[src/rtl/reg_file_sequencer_pkg.sv]
// Shared types for the register-file sequencer: FSM states, opcode classes, decoded fields.
// Imported by the decoder and the sequencer top.
package reg_file_sequencer_pkg;

    localparam int TIMEOUT = 16;
    localparam int CNT_W   = 5;

    localparam logic [3:0] OP_NOP = 4'h0;
    localparam logic [3:0] OP_MOV = 4'h1;
    localparam logic [3:0] OP_LDI = 4'h2;
    localparam logic [3:0] OP_CLR = 4'h3;

    typedef enum logic [1:0] {
        S_IDLE   = 2'd0,
        S_DECODE = 2'd1,
        S_EXEC   = 2'd2,
        S_WRITE  = 2'd3
    } state_t;

    typedef enum logic [2:0] {
        C_NOP = 3'd0,
        C_MOV = 3'd1,
        C_LDI = 3'd2,
        C_CLR = 3'd3,
        C_ALU = 3'd4,
        C_ILL = 3'd5
    } op_class_t;

    typedef struct packed {
        op_class_t  cls;
        logic [2:0] fu_op;
        logic [2:0] dr;
        logic [2:0] sa;
        logic [2:0] sb;
        logic [7:0] imm8;
    } dec_t;

    function automatic op_class_t classify(input logic [3:0] op);
        if (op[3])
            return C_ALU;
        case (op)
            OP_NOP:  return C_NOP;
            OP_MOV:  return C_MOV;
            OP_LDI:  return C_LDI;
            OP_CLR:  return C_CLR;
            default: return C_ILL;
        endcase
    endfunction

endpackage

[src/rtl/reg_file_sequencer_if.sv]
// Instruction handshake, register-file ports and function-unit ports of the sequencer.
// The master modport is the sequencer side; slave is the surrounding datapath.
interface reg_file_sequencer_if;
    logic [15:0] instr;
    logic        instr_valid;
    logic        instr_ready;
    logic [7:0]  rf_A;
    logic [7:0]  rf_B;
    logic [2:0]  rf_AA;
    logic [2:0]  rf_BA;
    logic [2:0]  rf_DA;
    logic [7:0]  rf_Data;
    logic        rf_RW;
    logic [2:0]  fu_op;
    logic [7:0]  fu_a;
    logic [7:0]  fu_b;
    logic        fu_start;
    logic        fu_done;
    logic [7:0]  fu_result;
    logic        done;
    logic        err;

    modport master (
        input  instr, instr_valid, rf_A, rf_B, fu_done, fu_result,
        output instr_ready, rf_AA, rf_BA, rf_DA, rf_Data, rf_RW,
               fu_op, fu_a, fu_b, fu_start, done, err
    );

    modport slave (
        output instr, instr_valid, rf_A, rf_B, fu_done, fu_result,
        input  instr_ready, rf_AA, rf_BA, rf_DA, rf_Data, rf_RW,
               fu_op, fu_a, fu_b, fu_start, done, err
    );
endinterface

[src/rtl/reg_file_sequencer_decode.sv]
// Purpose: split a 16-bit instruction into opcode class and register/immediate fields.
// Latency: combinational. Backpressure: none.
module reg_file_sequencer_decode
    import reg_file_sequencer_pkg::*;
(
    input  logic [15:0] instr,
    output dec_t        dec
);
    always_comb begin
        dec.cls   = classify(instr[15:12]);
        dec.fu_op = instr[14:12];
        dec.dr    = instr[11:9];
        dec.sa    = instr[8:6];
        dec.sb    = instr[5:3];
        dec.imm8  = instr[7:0];
    end
endmodule

[src/rtl/reg_file_sequencer.sv]
// Purpose: multi-cycle sequencer driving register-file reads/writes and an external FU.
// Latency: NOP/illegal retire at T+1, MOV/LDI/CLR write at T+2, ALU writes one cycle after fu_done.
// Backpressure: instr_ready only in IDLE; one instruction in flight.
module reg_file_sequencer (
    input  logic             clk,
    input  logic             reset,
    reg_file_sequencer_if.master bus
);
    import reg_file_sequencer_pkg::*;

    dec_t dec;

    reg_file_sequencer_decode u_decode (
        .instr (bus.instr),
        .dec   (dec)
    );

    state_t     state_q, state_d;
    op_class_t  cls_q, cls_d;
    logic [2:0] dr_q, dr_d;
    logic [7:0] imm_q, imm_d;
    logic       rdy_q, rdy_d;
    logic [2:0] aa_q, aa_d, ba_q, ba_d, da_q, da_d;
    logic [7:0] data_q, data_d;
    logic       rw_q, rw_d;
    logic [2:0] fu_op_q, fu_op_d;
    logic [7:0] fu_a_q, fu_a_d, fu_b_q, fu_b_d;
    logic       fu_start_q, fu_start_d;
    logic       done_q, done_d;
    logic       err_q, err_d;
    logic [CNT_W-1:0] cnt_q, cnt_d;

    always_comb begin
        state_d    = state_q;
        cls_d      = cls_q;
        dr_d       = dr_q;
        imm_d      = imm_q;
        rdy_d      = 1'b0;
        aa_d       = aa_q;
        ba_d       = ba_q;
        da_d       = da_q;
        data_d     = data_q;
        rw_d       = 1'b0;
        fu_op_d    = fu_op_q;
        fu_a_d     = fu_a_q;
        fu_b_d     = fu_b_q;
        fu_start_d = 1'b0;
        done_d     = 1'b0;
        err_d      = 1'b0;
        cnt_d      = cnt_q;

        case (state_q)
            S_IDLE: begin
                if (bus.instr_valid && rdy_q) begin
                    // NOP/illegal outcome is known at transfer, so its pulse lands in DECODE.
                    state_d = S_DECODE;
                    cls_d   = dec.cls;
                    dr_d    = dec.dr;
                    imm_d   = dec.imm8;
                    aa_d    = dec.sa;
                    ba_d    = dec.sb;
                    fu_op_d = dec.fu_op;
                    done_d  = (dec.cls == C_NOP);
                    err_d   = (dec.cls == C_ILL);
                end else begin
                    rdy_d = 1'b1;
                end
            end
            S_DECODE: begin
                fu_a_d = bus.rf_A;
                fu_b_d = bus.rf_B;
                case (cls_q)
                    C_MOV, C_LDI, C_CLR: begin
                        state_d = S_WRITE;
                        rw_d    = 1'b1;
                        done_d  = 1'b1;
                        da_d    = dr_q;
                        data_d  = (cls_q == C_MOV) ? bus.rf_A :
                                  (cls_q == C_LDI) ? imm_q : 8'h00;
                    end
                    C_ALU: begin
                        state_d    = S_EXEC;
                        fu_start_d = 1'b1;
                        cnt_d      = '0;
                    end
                    default: begin
                        state_d = S_IDLE;
                        rdy_d   = 1'b1;
                    end
                endcase
            end
            S_EXEC: begin
                cnt_d = cnt_q + 1'b1;
                // fu_done in the start cycle belongs to no request of ours.
                if (!fu_start_q && bus.fu_done) begin
                    state_d = S_WRITE;
                    rw_d    = 1'b1;
                    done_d  = 1'b1;
                    da_d    = dr_q;
                    data_d  = bus.fu_result;
                end else if (cnt_q == CNT_W'(TIMEOUT - 1)) begin
                    state_d = S_IDLE;
                    err_d   = 1'b1;
                    rdy_d   = 1'b1;
                end
            end
            default: begin
                state_d = S_IDLE;
                rdy_d   = 1'b1;
            end
        endcase
    end

    always_ff @(posedge clk or negedge reset) begin
        if (!reset) begin
            state_q    <= S_IDLE;
            cls_q      <= C_NOP;
            dr_q       <= '0;
            imm_q      <= '0;
            rdy_q      <= 1'b0;
            aa_q       <= '0;
            ba_q       <= '0;
            da_q       <= '0;
            data_q     <= '0;
            rw_q       <= 1'b0;
            fu_op_q    <= '0;
            fu_a_q     <= '0;
            fu_b_q     <= '0;
            fu_start_q <= 1'b0;
            done_q     <= 1'b0;
            err_q      <= 1'b0;
            cnt_q      <= '0;
        end else begin
            state_q    <= state_d;
            cls_q      <= cls_d;
            dr_q       <= dr_d;
            imm_q      <= imm_d;
            rdy_q      <= rdy_d;
            aa_q       <= aa_d;
            ba_q       <= ba_d;
            da_q       <= da_d;
            data_q     <= data_d;
            rw_q       <= rw_d;
            fu_op_q    <= fu_op_d;
            fu_a_q     <= fu_a_d;
            fu_b_q     <= fu_b_d;
            fu_start_q <= fu_start_d;
            done_q     <= done_d;
            err_q      <= err_d;
            cnt_q      <= cnt_d;
        end
    end

    assign bus.instr_ready = rdy_q;
    assign bus.rf_AA       = aa_q;
    assign bus.rf_BA       = ba_q;
    assign bus.rf_DA       = da_q;
    assign bus.rf_Data     = data_q;
    assign bus.rf_RW       = rw_q;
    assign bus.fu_op       = fu_op_q;
    assign bus.fu_a        = fu_a_q;
    assign bus.fu_b        = fu_b_q;
    assign bus.fu_start    = fu_start_q;
    assign bus.done        = done_q;
    assign bus.err         = err_q;

endmodule

[src/flat_wrapper.sv]
// flat-port wrapper written by rule: the top's interface ports become plain ports
module reg_file_sequencer_flat import reg_file_sequencer_pkg::*;
  (clk, reset, bus_instr, bus_instr_valid, bus_rf_A, bus_rf_B, bus_fu_done, bus_fu_result, bus_instr_ready, bus_rf_AA, bus_rf_BA, bus_rf_DA, bus_rf_Data, bus_rf_RW, bus_fu_op, bus_fu_a, bus_fu_b, bus_fu_start, bus_done, bus_err);
  reg_file_sequencer_if bus_i ();
  input  logic clk;
  input  logic reset;
  input wire logic [$bits(bus_i.instr)-1:0] bus_instr;
  input wire logic [$bits(bus_i.instr_valid)-1:0] bus_instr_valid;
  input wire logic [$bits(bus_i.rf_A)-1:0] bus_rf_A;
  input wire logic [$bits(bus_i.rf_B)-1:0] bus_rf_B;
  input wire logic [$bits(bus_i.fu_done)-1:0] bus_fu_done;
  input wire logic [$bits(bus_i.fu_result)-1:0] bus_fu_result;
  output wire logic [$bits(bus_i.instr_ready)-1:0] bus_instr_ready;
  output wire logic [$bits(bus_i.rf_AA)-1:0] bus_rf_AA;
  output wire logic [$bits(bus_i.rf_BA)-1:0] bus_rf_BA;
  output wire logic [$bits(bus_i.rf_DA)-1:0] bus_rf_DA;
  output wire logic [$bits(bus_i.rf_Data)-1:0] bus_rf_Data;
  output wire logic [$bits(bus_i.rf_RW)-1:0] bus_rf_RW;
  output wire logic [$bits(bus_i.fu_op)-1:0] bus_fu_op;
  output wire logic [$bits(bus_i.fu_a)-1:0] bus_fu_a;
  output wire logic [$bits(bus_i.fu_b)-1:0] bus_fu_b;
  output wire logic [$bits(bus_i.fu_start)-1:0] bus_fu_start;
  output wire logic [$bits(bus_i.done)-1:0] bus_done;
  output wire logic [$bits(bus_i.err)-1:0] bus_err;
  assign bus_i.instr = bus_instr;
  assign bus_i.instr_valid = bus_instr_valid;
  assign bus_i.rf_A = bus_rf_A;
  assign bus_i.rf_B = bus_rf_B;
  assign bus_i.fu_done = bus_fu_done;
  assign bus_i.fu_result = bus_fu_result;
  assign bus_instr_ready = bus_i.instr_ready;
  assign bus_rf_AA = bus_i.rf_AA;
  assign bus_rf_BA = bus_i.rf_BA;
  assign bus_rf_DA = bus_i.rf_DA;
  assign bus_rf_Data = bus_i.rf_Data;
  assign bus_rf_RW = bus_i.rf_RW;
  assign bus_fu_op = bus_i.fu_op;
  assign bus_fu_a = bus_i.fu_a;
  assign bus_fu_b = bus_i.fu_b;
  assign bus_fu_start = bus_i.fu_start;
  assign bus_done = bus_i.done;
  assign bus_err = bus_i.err;
  reg_file_sequencer u_core (.clk(clk), .reset(reset), .bus(bus_i));
endmodule
[config.mk]
export PLATFORM = sky130hd
export DESIGN_NAME = reg_file_sequencer_flat
export DESIGN_NICKNAME = d
export VERILOG_FILES = /design/src/rtl/reg_file_sequencer_pkg.sv /design/src/rtl/reg_file_sequencer_if.sv /design/src/rtl/reg_file_sequencer_decode.sv /design/src/rtl/reg_file_sequencer.sv /design/src/flat_wrapper.sv
export SDC_FILE = /design/constraint.sdc
export NUM_CORES = 1
export LEC_CHECK = 0
export CORE_MARGIN = 1.5
export CORE_UTILIZATION = 51
export DETAILED_ROUTE_END_ITERATION = 16
export GPL_TIMING_DRIVEN = 1
export PLACE_DENSITY_LB_ADDON = 0.2
export SETUP_SLACK_MARGIN = 0.5
export SYNTH_ARGS = -nofsm -noshare
export SYNTH_HDL_FRONTEND = slang
export SYNTH_HIERARCHICAL = 1
export SYNTH_SLANG_ARGS = --single-unit
[constraint.sdc]
create_clock -name clk -period 3.27 [get_ports clk]
set_input_delay 0.654 -clock clk [delete_from_list [all_inputs] [get_ports clk]]
set_output_delay 0.654 -clock clk [all_outputs]
set_load 0.01 [all_outputs]
## Word-level counts from Yosys, hierarchy flattened

Cells that the tools add are included.
Widths: inputs -> output; s select.

- Register bits: 62
- Bits of input ports: 44
- Output and inout bits: 41

- Add/subtract/negate cells: 1
- Equal/unequal tests: 16
- Muxes and demuxes: 33
- Reduce and logical (&&, ||, !) cells: 13

Operators with widths:

| kind | number |
|---|---|
| $mux 8 | 4 |
| $pmux 8 s2 | 1 |
| $mux 3 | 4 |
| $pmux 3 s4 | 1 |
| $mux 1 | 11 |
| $pmux 5 s2 | 1 |
| $eq 4x2->1 const B | 2 |
| $ne 2x1->1 const B | 4 |
| $eq 3x2->1 const B | 2 |
| $eq 3x3->1 const B | 2 |
| $mux 2 | 3 |
| $pmux 1 s3 | 2 |
| $pmux 2 s3 | 1 |
| $pmux 3 s2 | 1 |
| $reduce_and 2->1 | 3 |
| $add 5x1->5 const B | 1 |
| $eq 5x4->1 const B | 1 |
| $mux 5 | 1 |
| $eq 4x1->1 const B | 1 |
| $logic_not 4->1 | 1 |
| $pmux 1 s2 | 2 |
| $pmux 2 s2 | 1 |
| $reduce_or 4->1 | 1 |
| $eq 3x1->1 const B | 1 |
| other kinds (10) | 11 |

## Longest topological paths before layout

- Depth in word-level cells: 6
- Depth in mapped cells: 7
- Mapped depth without buffers: 6

## Cells and area by module

Netlist, hierarchy kept.

By module, submodules not included:

| module | instances | cells each | area an instance (um^2) |
|---|---|---|---|
| reg_file_sequencer | 1 | 204 | 2683.8 |
| reg_file_sequencer_decode | 1 | 23 | 173.9 |

## Least setup slack after synthesis

No wires, ideal clock.

- Kind: register to register
- From: reg u_core.state_q[1]
- To: reg u_core.da_q[1] (netlist: u_core/bus.rf_DA[1])
- Library setup time: 125 ps
- Arrival: 1602 ps
- Setup slack: 1543 ps
- Cell stages (with the launch flop): 7
- Buffers on the path: 1
- Period minus slack after synthesis: 1727 ps
- Path through: dfrtp_1 > inv_1 > ha_1 > mux2_4 > and2_4 > buf_6 > mux2_4

- Cells in the longest elaborated chain, start to end: 3
- Elaborated cells on any way between the ends: 7

RTL lines:

| element | line | source |
|---|---|---|
| start, declared | reg_file_sequencer.sv:18 | `state_t state_q, state_d;` |
| start signal, assigned | reg_file_sequencer.sv:134 | `state_q <= state_d;` |
| $eq 2x2->1 / $eq 2x1->1 (equally long branches) | reg_file_sequencer.sv:52 | `case (state_q)` |
| $ne 2x1->1 (no source line) / $reduce_bool 2->1 (equally long branches) | n/a |  |
| $reduce_and 3->1 (no source line) | n/a |  |
| end signal, assigned | reg_file_sequencer.sv:123 | `da_q <= '0;` |
| end signal, assigned | reg_file_sequencer.sv:141 | `da_q <= da_d;` |
| end, declared | reg_file_sequencer.sv:23 | `logic [2:0] aa_q, aa_d, ba_q, ba_d, da_q, da_d;` |

Several ways; a longest one is shown, not always the timed one.
A chain may end at the register's enable or synchronous reset.

## Final worst setup path

- From: reg u_core.state_q[0]
- To: reg u_core.state_q[1]

- Cells in the longest elaborated chain, start to end: 3
- Elaborated cells on any way between the ends: 7

RTL lines:

| element | line |
|---|---|
| $eq 2x2->1 / $logic_not 2->1 (equally long branches) | reg_file_sequencer.sv:52 |
| $ne 3x1->1 (no source line) / $ne 2x1->1 (equally long branches) | n/a |
| $reduce_and 2->1 (no source line) | n/a |

Several ways; a longest one is shown, not always the timed one.

==> results by group <==
Synthesis
  – Syn Nets: 277
  – Number of synthesized flops with an enable pin: 0
  – Synth unique cells: 35
  – Main combinational cell family by area after synthesis: multiplexers
  – Post-synthesis xor/xnor area fraction: 0.306%
  – Cell taking the most area after synthesis: dfrtp_1
  – Post-synth ARST share: 100%
  – Synth Register Bits: 62
  – Yosys top cell area share: a little over half
  – Most common cell in the netlist: dfrtp_1
  – Mapped Cells: about 230
  – Multiplexer share of the synthesized area: a little under a fifth
  – Largest cells by area after synthesis: dfrtp_1, mux2_2, buf_4
  – Synth warn: 6
  – Mapped Area: between 0.002 and 0.003 sq mm
  – Simple-gate share of the synthesized area: between 6 and 7%
  – Adder-cell area share of the yosys netlist: about 2.6%
  – Ys flop type: dfrtp_1
  – Post-synth top cells: dfrtp_1, mux2_2, buf_4, a21oi_1, nand2_1
  – Sequential area share after synthesis: a little over half
  – Synth Area in Compound Gates: a little over a tenth
  – Post-Syn Area per Cell: 12.6 sq um

Clock tree
  – Clk_lat worst skew: approximately 0.32 ns
  – Postcts setup bufs: 0
  – Max H-tree Level: 3
  – CTS tree: built
  – Hold Buf Count CTS: 0
  – CTS resizes: 0
  – Num CTS Buffers: 9
  – CTS root buf: clkbuf_8
  – Clock sinks: between 60 and 70
  – CTS max path bufs: 2
  – Clock slew at reported path FFs: 0.07 ns

Routing
  – Initial DRC count: 113
  – DR pass1 iterations: 4
  – DRC: 0
  – DR vias/cell: about 5.3
  – WL per Instance: approximately 16 microns
  – ANT nets after route: 0
  – Drt total wl: about 6000 microns
  – Via count: 1968

Critical path
  – Worst Setup Start Kind: flop
  – Crit path max-delay family: adder cells
  – Slowest stage cell, crit path: ha_1
  – Crit. End Element: flop
  – WS Path Type: flop to flop
  – Crit path max fanout: 20
  – Slowest stage delay, CP: 0.58 ns
  – Worst path bufs/invs: 1
  – Worst path cell trace: inv_1 > ha_1 > nand2_1 > o21ai_0 > mux2_2
  – Worst EP arrival: 2.48 ns
  – CP required: 3.48 ns
  – Worst reg2reg setup slack: around 0.99 ns

Global routing
  – Antenna violations before repair: 0
  – Wire length of the first global-routing pass: between 9000 and 10000 microns
  – Grt total ovfl: 0
  – Total track usage: between 20% and 30%
  – Largest net degree at the start of global routing: 63
  – Vias in the first global route: between 2000 and 2500

Final layout
  – Area delta synth->final: 33.3%
  – Final cell count without fillers: 373
  – # nets final: approximately 350
  – Layout cell share with drive strength beyond 1: 21.9%
  – # diodes: 0
  – # fillers: between 400 and 500

STA
  – Final Hold Fails: 0
  – Rel. slew slack: 48.4%
  – Final Skew: 0.00584 ns
  – Unrepaired setup endpoints after global routing: no
  – Setup Total Neg Slack: 0 ns
  – Final setup vio count: 0
  – Period utilization: between 60% and 70%
  – Slew Viols, Final: 0
  – Slew @ Worst Pin: 0.774 ns
  – Peak Freq: roughly 440 MHz
  – Post-route minimum period: about 2.3 ns

Power
  – Switching portion of total power: between 30% and 40%
  – Comb pwr share: 44.5%
  – P_leak: about 0.0016 uW
  – Sw Pwr: around 1200 uW
  – Cell-internal power: roughly 2400 uW
  – Peak supply drop: approximately 0.5 mV
  – Pwr/cell area: ~950 mW/mm^2
  – Flop pwr share: between 30% and 40%
  – Clock power share: ~18%

Floorplanning
  – Overall die area: just over 0.006 sq mm
  – Width of the die: just under 80 microns
  – Rows: 27
  – Die Y: 77.9 microns
  – Ports: between 80 and 90
  – Total core area: 0.00544 sq mm
  – Initial core utilization: between 50% and 60%

Run status
  – Status: completed

Place
  – Placer Congestion: 0.809
  – Placed cells: approximately 360
  – Post-DP HPWL: 4200 microns
  – Port bufs: 84

Run
  – Max Cap Violations: 0

Hold path
  – Hold Crit Class: input port to async pin
per-stage QoR:
stage | utilization [%] | instance area (sq um) | setup WS [ns] | power [uW] | hold slack (ns)
4_1_cts | 70.0 | 3810 | 1.00 | 3650 | 0.494
3_3_place_gp | 66.4 | 3610 | 1.06 | 2920 | 0.466
3_5_place_dp | 66.4 | 3610 | 1.01 | 2960 | 0.480
2_1_floorplan | - | 2860 | 1.54 | 2240 | 0.358
6_report | 70.0 | 3810 | 0.993 | 3620 | 0.497
5_1_grt | 70.0 | 3810 | 0.815 | 3850 | 0.516
layer usage:
| layer | share of wire, % | global-route usage [%] | up-vias |
|---|---|---|---|
| met5 | 0 | 0 | - |
| met4 | 0.61 | 8.91 | 0 |
| met3 | 4.5 | 5.65 | 4 |
| met2 | 50 | 33.0 | 52 |
| met1 | 45 | 28.1 | 977 |
| li1 | - | - | 935 |
kinds of logic (layout without fill, tap and decap cells):
logic type | Yosys count | in the layout
adder cells (fa/ha/maj) | 6 | 6
XOR/XNOR | 1 | 1
flip-flops | 62 | 62
AO/OA/AOI/OAI | 46 | 46
AND/OR/NAND/NOR | 32 | 32
multiplexers | 45 | 45
buffers and inverters | 35 | 109
worst paths after layout:
kind                                                        to  depth (start not counted)                     startpoint
min in group clk                   u_core/cnt_q[4]$_DFFE_PN0P_                          2    u_core/cnt_q[4]$_DFFE_PN0P_
worst max register to register   u_core/state_q[1]$_DFFE_PN0P_                          5  u_core/state_q[0]$_DFFE_PN0P_
worst min register to register     u_core/cnt_q[4]$_DFFE_PN0P_                          2    u_core/cnt_q[4]$_DFFE_PN0P_
worst max-delay path             u_core/state_q[1]$_DFFE_PN0P_                          5  u_core/state_q[0]$_DFFE_PN0P_
worst min-delay path            u_core/bus.fu_b[2]$_DFFE_PN0P_                          2                          reset
max in group asynchronous       u_core/bus.fu_a[7]$_DFFE_PN0P_                          2                          reset
state kept, by name (all words and copies together) (netlist names), 3 cells and up:
name,count
u_core/bus.fu_a,8
u_core/bus.fu_b,8
u_core/bus.fu_op,3
u_core/bus.rf_AA,3
u_core/bus.rf_BA,3
u_core/bus.rf_DA,3
u_core/bus.rf_Data,8
u_core/cls_q,3
u_core/cnt_q,5
u_core/dr_q,3
u_core/imm_q,8
layout make-up:
class / count / area (sq um) / area share [%]
Timing Repair Buffer: 87 / 858 / 22.5
Clock inverter: 6 / 61.3 / 1.61
Sequential cell: 62 / 1550 / 40.7
Clock buffer: 10 / 138 / 3.61
Multi-Input combinational cell: 130 / 1090 / 28.6
Tap cell: 72 / 90.1 / 2.36
Inverter: 6 / 22.5 / 0.591
power groups by stage:
stage                     clock, uW  sequential [uW]  combinational [uW]
after detailed placement          0             1350                1610
after global placement            0             1350                1570
after CTS                       682             1350                1620
after global routing            727             1390                1730
final                           664             1340                1610
after floorplan                   0             1440                 799
worst reg2reg max path: stages, from the launching register on:
cell and delay, ns:
dfrtp_1 0.42, inv_1 0.10, ha_1 0.58, nand2_1 0.38
o21ai_0 0.33, mux2_2 0.37
placed cells by master, fill, tap and decap left out, types with 6 or more instances in the layout:
| cell type | count |
|---|---|
| mux2_2 | 41 |
| inv_1 | 6 |
| a22oi_1 | 8 |
| a22o_1 | 9 |
| nand2_1 | 10 |
| clkbuf_8 | 10 |
| a21oi_1 | 18 |
| clkdlybuf4s50_1 | 83 |
| ha_1 | 6 |
| dfrtp_1 | 62 |
(Power assumes the default switching activity.)
